<file path="src/rtl/rt_rand_pkg.sv">
// rtl/rt_rand_pkg.sv - shared types and constants for the unit-sphere vector sampler
package rt_rand_pkg;

  typedef enum logic [2:0] {
    FETCH_X = 3'd0,
    FETCH_Y = 3'd1,
    FETCH_Z = 3'd2,
    CHECK   = 3'd3,
    HOLD    = 3'd4
  } state_t;

  localparam int          FRAC_BITS  = 15;
  localparam logic [33:0] ONE_SQ     = 34'h0_4000_0000;
  localparam logic [33:0] DEF_MIN_SQ = 34'h0_0001_0000;

  // Upper bound is strict so a lone -1.0 component (sum exactly 1.0) is rejected.
  function automatic logic sq_in_range(input logic [33:0] sum_sq,
                                       input logic [33:0] min_sq);
    return (sum_sq >= min_sq) && (sum_sq < ONE_SQ);
  endfunction

endpackage

</file>
<file path="src/rtl/vec_sumsq.sv">
// rtl/vec_sumsq.sv - squared length of a Q1.15 3-vector as unsigned Q4.30
module vec_sumsq (
  input  logic [15:0] x,
  input  logic [15:0] y,
  input  logic [15:0] z,
  output logic [33:0] sum_sq
);

  logic signed [31:0] px;
  logic signed [31:0] py;
  logic signed [31:0] pz;

  // Squares are non-negative and at most 2^30, so the 32-bit signed products never overflow.
  assign px = $signed({{16{x[15]}}, x}) * $signed({{16{x[15]}}, x});
  assign py = $signed({{16{y[15]}}, y}) * $signed({{16{y[15]}}, y});
  assign pz = $signed({{16{z[15]}}, z}) * $signed({{16{z[15]}}, z});

  assign sum_sq = {2'b00, px} + {2'b00, py} + {2'b00, pz};

endmodule

</file>
<file path="src/rtl/rand_unit_vec_gen.sv">
// rtl/rand_unit_vec_gen.sv - rejection sampler producing random points inside the unit sphere
module rand_unit_vec_gen
  import rt_rand_pkg::*;
#(
  parameter logic [33:0] MIN_SQ = DEF_MIN_SQ
) (
  input  logic        clk,
  input  logic        rst,
  input  logic        gen_en,
  input  logic [15:0] rand_num,
  output logic        prng_en,
  output logic        vec_valid,
  input  logic        vec_ready,
  output logic [15:0] vec_x,
  output logic [15:0] vec_y,
  output logic [15:0] vec_z,
  output logic [15:0] reject_cnt
);

  state_t      state;
  logic [15:0] x_q;
  logic [15:0] y_q;
  logic [15:0] z_q;
  logic [15:0] reject_cnt_q;
  logic        vec_valid_q;
  logic [33:0] sum_sq;
  logic        accept;

  vec_sumsq u_sumsq (
    .x      (x_q),
    .y      (y_q),
    .z      (z_q),
    .sum_sq (sum_sq)
  );

  assign accept = sq_in_range(sum_sq, MIN_SQ);

  // The PRNG word is consumed in the same cycle it is captured; no advance while in reset.
  assign prng_en = !rst && (((state == FETCH_X) && gen_en) ||
                            (state == FETCH_Y) || (state == FETCH_Z));

  always_ff @(posedge clk) begin
    if (rst) begin
      state        <= FETCH_X;
      x_q          <= 16'h0000;
      y_q          <= 16'h0000;
      z_q          <= 16'h0000;
      reject_cnt_q <= 16'h0000;
      vec_valid_q  <= 1'b0;
    end else begin
      case (state)
        FETCH_X: begin
          if (gen_en) begin
            x_q   <= rand_num;
            state <= FETCH_Y;
          end
        end
        FETCH_Y: begin
          y_q   <= rand_num;
          state <= FETCH_Z;
        end
        FETCH_Z: begin
          z_q   <= rand_num;
          state <= CHECK;
        end
        CHECK: begin
          if (accept) begin
            vec_valid_q <= 1'b1;
            state       <= HOLD;
          end else begin
            if (reject_cnt_q != 16'hFFFF) begin
              reject_cnt_q <= reject_cnt_q + 16'd1;
            end
            state <= FETCH_X;
          end
        end
        HOLD: begin
          if (vec_ready) begin
            vec_valid_q <= 1'b0;
            state       <= FETCH_X;
          end
        end
        default: begin
          vec_valid_q <= 1'b0;
          state       <= FETCH_X;
        end
      endcase
    end
  end

  assign vec_valid  = vec_valid_q;
  assign vec_x      = x_q;
  assign vec_y      = y_q;
  assign vec_z      = z_q;
  assign reject_cnt = reject_cnt_q;

endmodule

</file>
<file path="config.mk">
export PLATFORM = sky130hd
export DESIGN_NAME = rand_unit_vec_gen
export DESIGN_NICKNAME = d
export VERILOG_FILES = /design/src/rtl/rt_rand_pkg.sv /design/src/rtl/vec_sumsq.sv /design/src/rtl/rand_unit_vec_gen.sv
export SDC_FILE = /design/constraint.sdc
export NUM_CORES = 2
export LEC_CHECK = 0
export CAP_MARGIN = 20
export CORE_MARGIN = 2
export CORE_UTILIZATION = 50
export DETAILED_ROUTE_END_ITERATION = 7
export HOLD_SLACK_MARGIN = 0.06
export PLACE_DENSITY = 0.74
export SYNTH_ARGS = -nofsm -noshare
export SYNTH_HDL_FRONTEND = slang
export SYNTH_HIERARCHICAL = 1
export SYNTH_SLANG_ARGS = --single-unit
export TNS_END_PERCENT = 100
</file>
<file path="constraint.sdc">
create_clock -name clk -period 14 [get_ports clk]
set_clock_uncertainty 0.2 [all_clocks]
set_input_delay 3.5 -clock clk [delete_from_list [all_inputs] [get_ports clk]]
set_output_delay 3.5 -clock clk [all_outputs]
set_load 0.02 [all_outputs]
</file>
==> impl_metrics.tcl <==
set metrics [dict create \
    fin_setup_tns_ns 0 \
    io_buffers 85 \
    start_util 0.5064 \
    synthCells 3741 \
    tritoncts "done" \
    dr_total_vias 24540 \
    row_count 93 \
    final_common_cell "inv_1" \
    drt_iter0_markers 1564 \
    maxSlewViolCount 0 \
    crit_top_cell "fa_1" \
    wl_um 77960 \
    setup_viol 0 \
    start_kind "flip-flop" \
    fmax_mhz 84.67 \
    post-route-min-period_ns 11.81 \
    synthToLayoutAreaGrowth_pct 6.297 \
    crit_required_ns 14.06 \
    cts_buffers 9 \
    hold_class "flip-flop to flip-flop" \
    final_nets 4824 \
    tightest_slew_ns 1.068 \
    post-cts-setup-buffers 0 \
    ir_drop_mv 0.1079 \
    clk_latency_ns 0.37 \
    maxCapViolations 0 \
    gr-total-overflow 0 \
    fin_area_um2 34760 \
    antenna_found_initial 4 \
    syn_area_um2 32710 \
    critPathCaptureType "flip-flop" \
    drive_gt1_frac 0.02335 \
    relSlewSlack 0.2867 \
    worst_path_max_delay_cell "dfxtp_1" \
    path_buf_inv 5 \
    grt_pass1_vias 25670 \
    clockRootBuffer "clkbuf_16" \
    cpPeakStageDelay_ns 0.98 \
    cts_max_level 3 \
    design.core.area_um2 64580 \
    grt_max_degree 75 \
    placed_area_um2 34420 \
    status "complete, no violations" \
    hold_viol 0 \
    power_density_nw_per_um2 69.34 \
    hold_buffers 0 \
    fp.dieW_um 259.8 \
    gp_congestion 0.9275 \
    fin_util 0.5383 \
    dr.pass1.iters 6 \
    avgRoutedWirePerCell_um 16.85 \
    p_leak_nw 17.62 \
    clk_pin_slew_ns 0.07 \
    crit_type "flip-flop to flip-flop" \
    path_delay_family "adder cells" \
    clock_sinks 68 \
    syn-num-nets 4801 \
    placed_cells 4607 \
    grt_first_pass_wirelength_um 130000 \
    rsz0062_at_grt "no" \
    synth_area_per_cell_um2 8.742 \
    stdcell_count 4626 \
    yosysWarnings 6 \
    finalCritPeriodShare 0.8436 \
    crit_path_max_fanout 23 \
    chipHeight_um 259.8 \
    grt_use_total 0.2425 \
    fill_cells 5822 \
    viasPerCell 5.305 \
    io_pins 86 \
    dieArea_um2 67470 \
    critical_path_arrival_ns 11.87 \
    layout_common_cells "1012 x inv_1, 707 x fa_1, 385 x nand2_1, 333 x ha_1, 166 x a21oi_1" \
    final_antenna_net_count 0 \
    drc_errors 0 \
    clockBufferDepth 2 \
    post_cts_resized 0 \
    hpwl_um 64460 \
]
[worst register-to-register path: cells and delay by family, from the launching register on]
family	cells	cell delay (ns)
adders and majority gates	9	4.13
AOI/OAI and AO/OA	10	2.56
and+or+nand+nor	13	3.12
buffers and inverters	5	0.24
DFF	1	0.98
muxes	1	0.29
xor gates and xnor gates	1	0.17
[power by group]
part           internal (mW)  leakage [nW]  total, mW  switching, mW
Combinational          0.734          16.9       1.89           1.15
Clock                  0.157         0.148      0.262          0.105
Sequential             0.207         0.553      0.261         0.0537
[path summary, 6_finish.rpt]
| path | depth (start not counted) | to | slack (ns) | start |
|---|---|---|---|---|
| worst min register to register | 2 | vec_x[7]$_SDFFE_PP0P_ | 0.26 | vec_x[7]$_SDFFE_PP0P_ |
| worst min-delay path | 2 | vec_x[7]$_SDFFE_PP0P_ | 0.26 | vec_x[7]$_SDFFE_PP0P_ |
| worst max-delay path | 39 | reject_cnt[6]$_SDFFE_PP0P_ | 2.19 | vec_y[6]$_SDFFE_PP0P_ |
| worst max register to register | 39 | reject_cnt[6]$_SDFFE_PP0P_ | 2.19 | vec_y[6]$_SDFFE_PP0P_ |
[stage by stage]
| step | total power [mW] | setup WS [ns] | hold WS [ns] |
|---|---|---|---|
| 6_report | 2.410 | 2.190 | 0.2559 |
| 5_1_grt | 2.642 | 1.596 | 0.2850 |
| 4_1_cts | 2.385 | 2.316 | 0.2577 |
| 3_5_place_dp | 2.105 | 2.352 | 0.2497 |
| 3_3_place_gp | 2.083 | 2.552 | 0.2428 |
| 2_1_floorplan | 1.650 | 3.598 | 0.3011 |
[registers in the layout, summed over array words and instances (netlist names)]
name,flops
vec_z,16
state,3
vec_y,16
reject_cnt,16
vec_valid,1
vec_x,16
[final cells by class]
| class | count | area, um^2 | share of cell area |
|---|---|---|---|
| multi-input combinational | 2561 | 27160 | 0.7811 |
| inverter | 1013 | 3802 | 0.1094 |
| sequential | 68 | 1361 | 0.03916 |
| tap | 855 | 1070 | 0.03077 |
| timing repair buffer | 111 | 1045 | 0.03005 |
| clock buffer | 9 | 225.2 | 0.006478 |
| clock inverter | 7 | 100.1 | 0.002879 |
| antenna | 2 | 5.005 | 0.0001440 |
[per-layer routing]
metal	vias to the layer above	global-route usage	wire (um)
met5	-	0	26
met4	4	0.06577	2066
met3	121	0.04717	5083
met2	677	0.3990	37130
met1	12260	0.3274	33650
li1	11480	-	-
(Power assumes the default switching activity.)
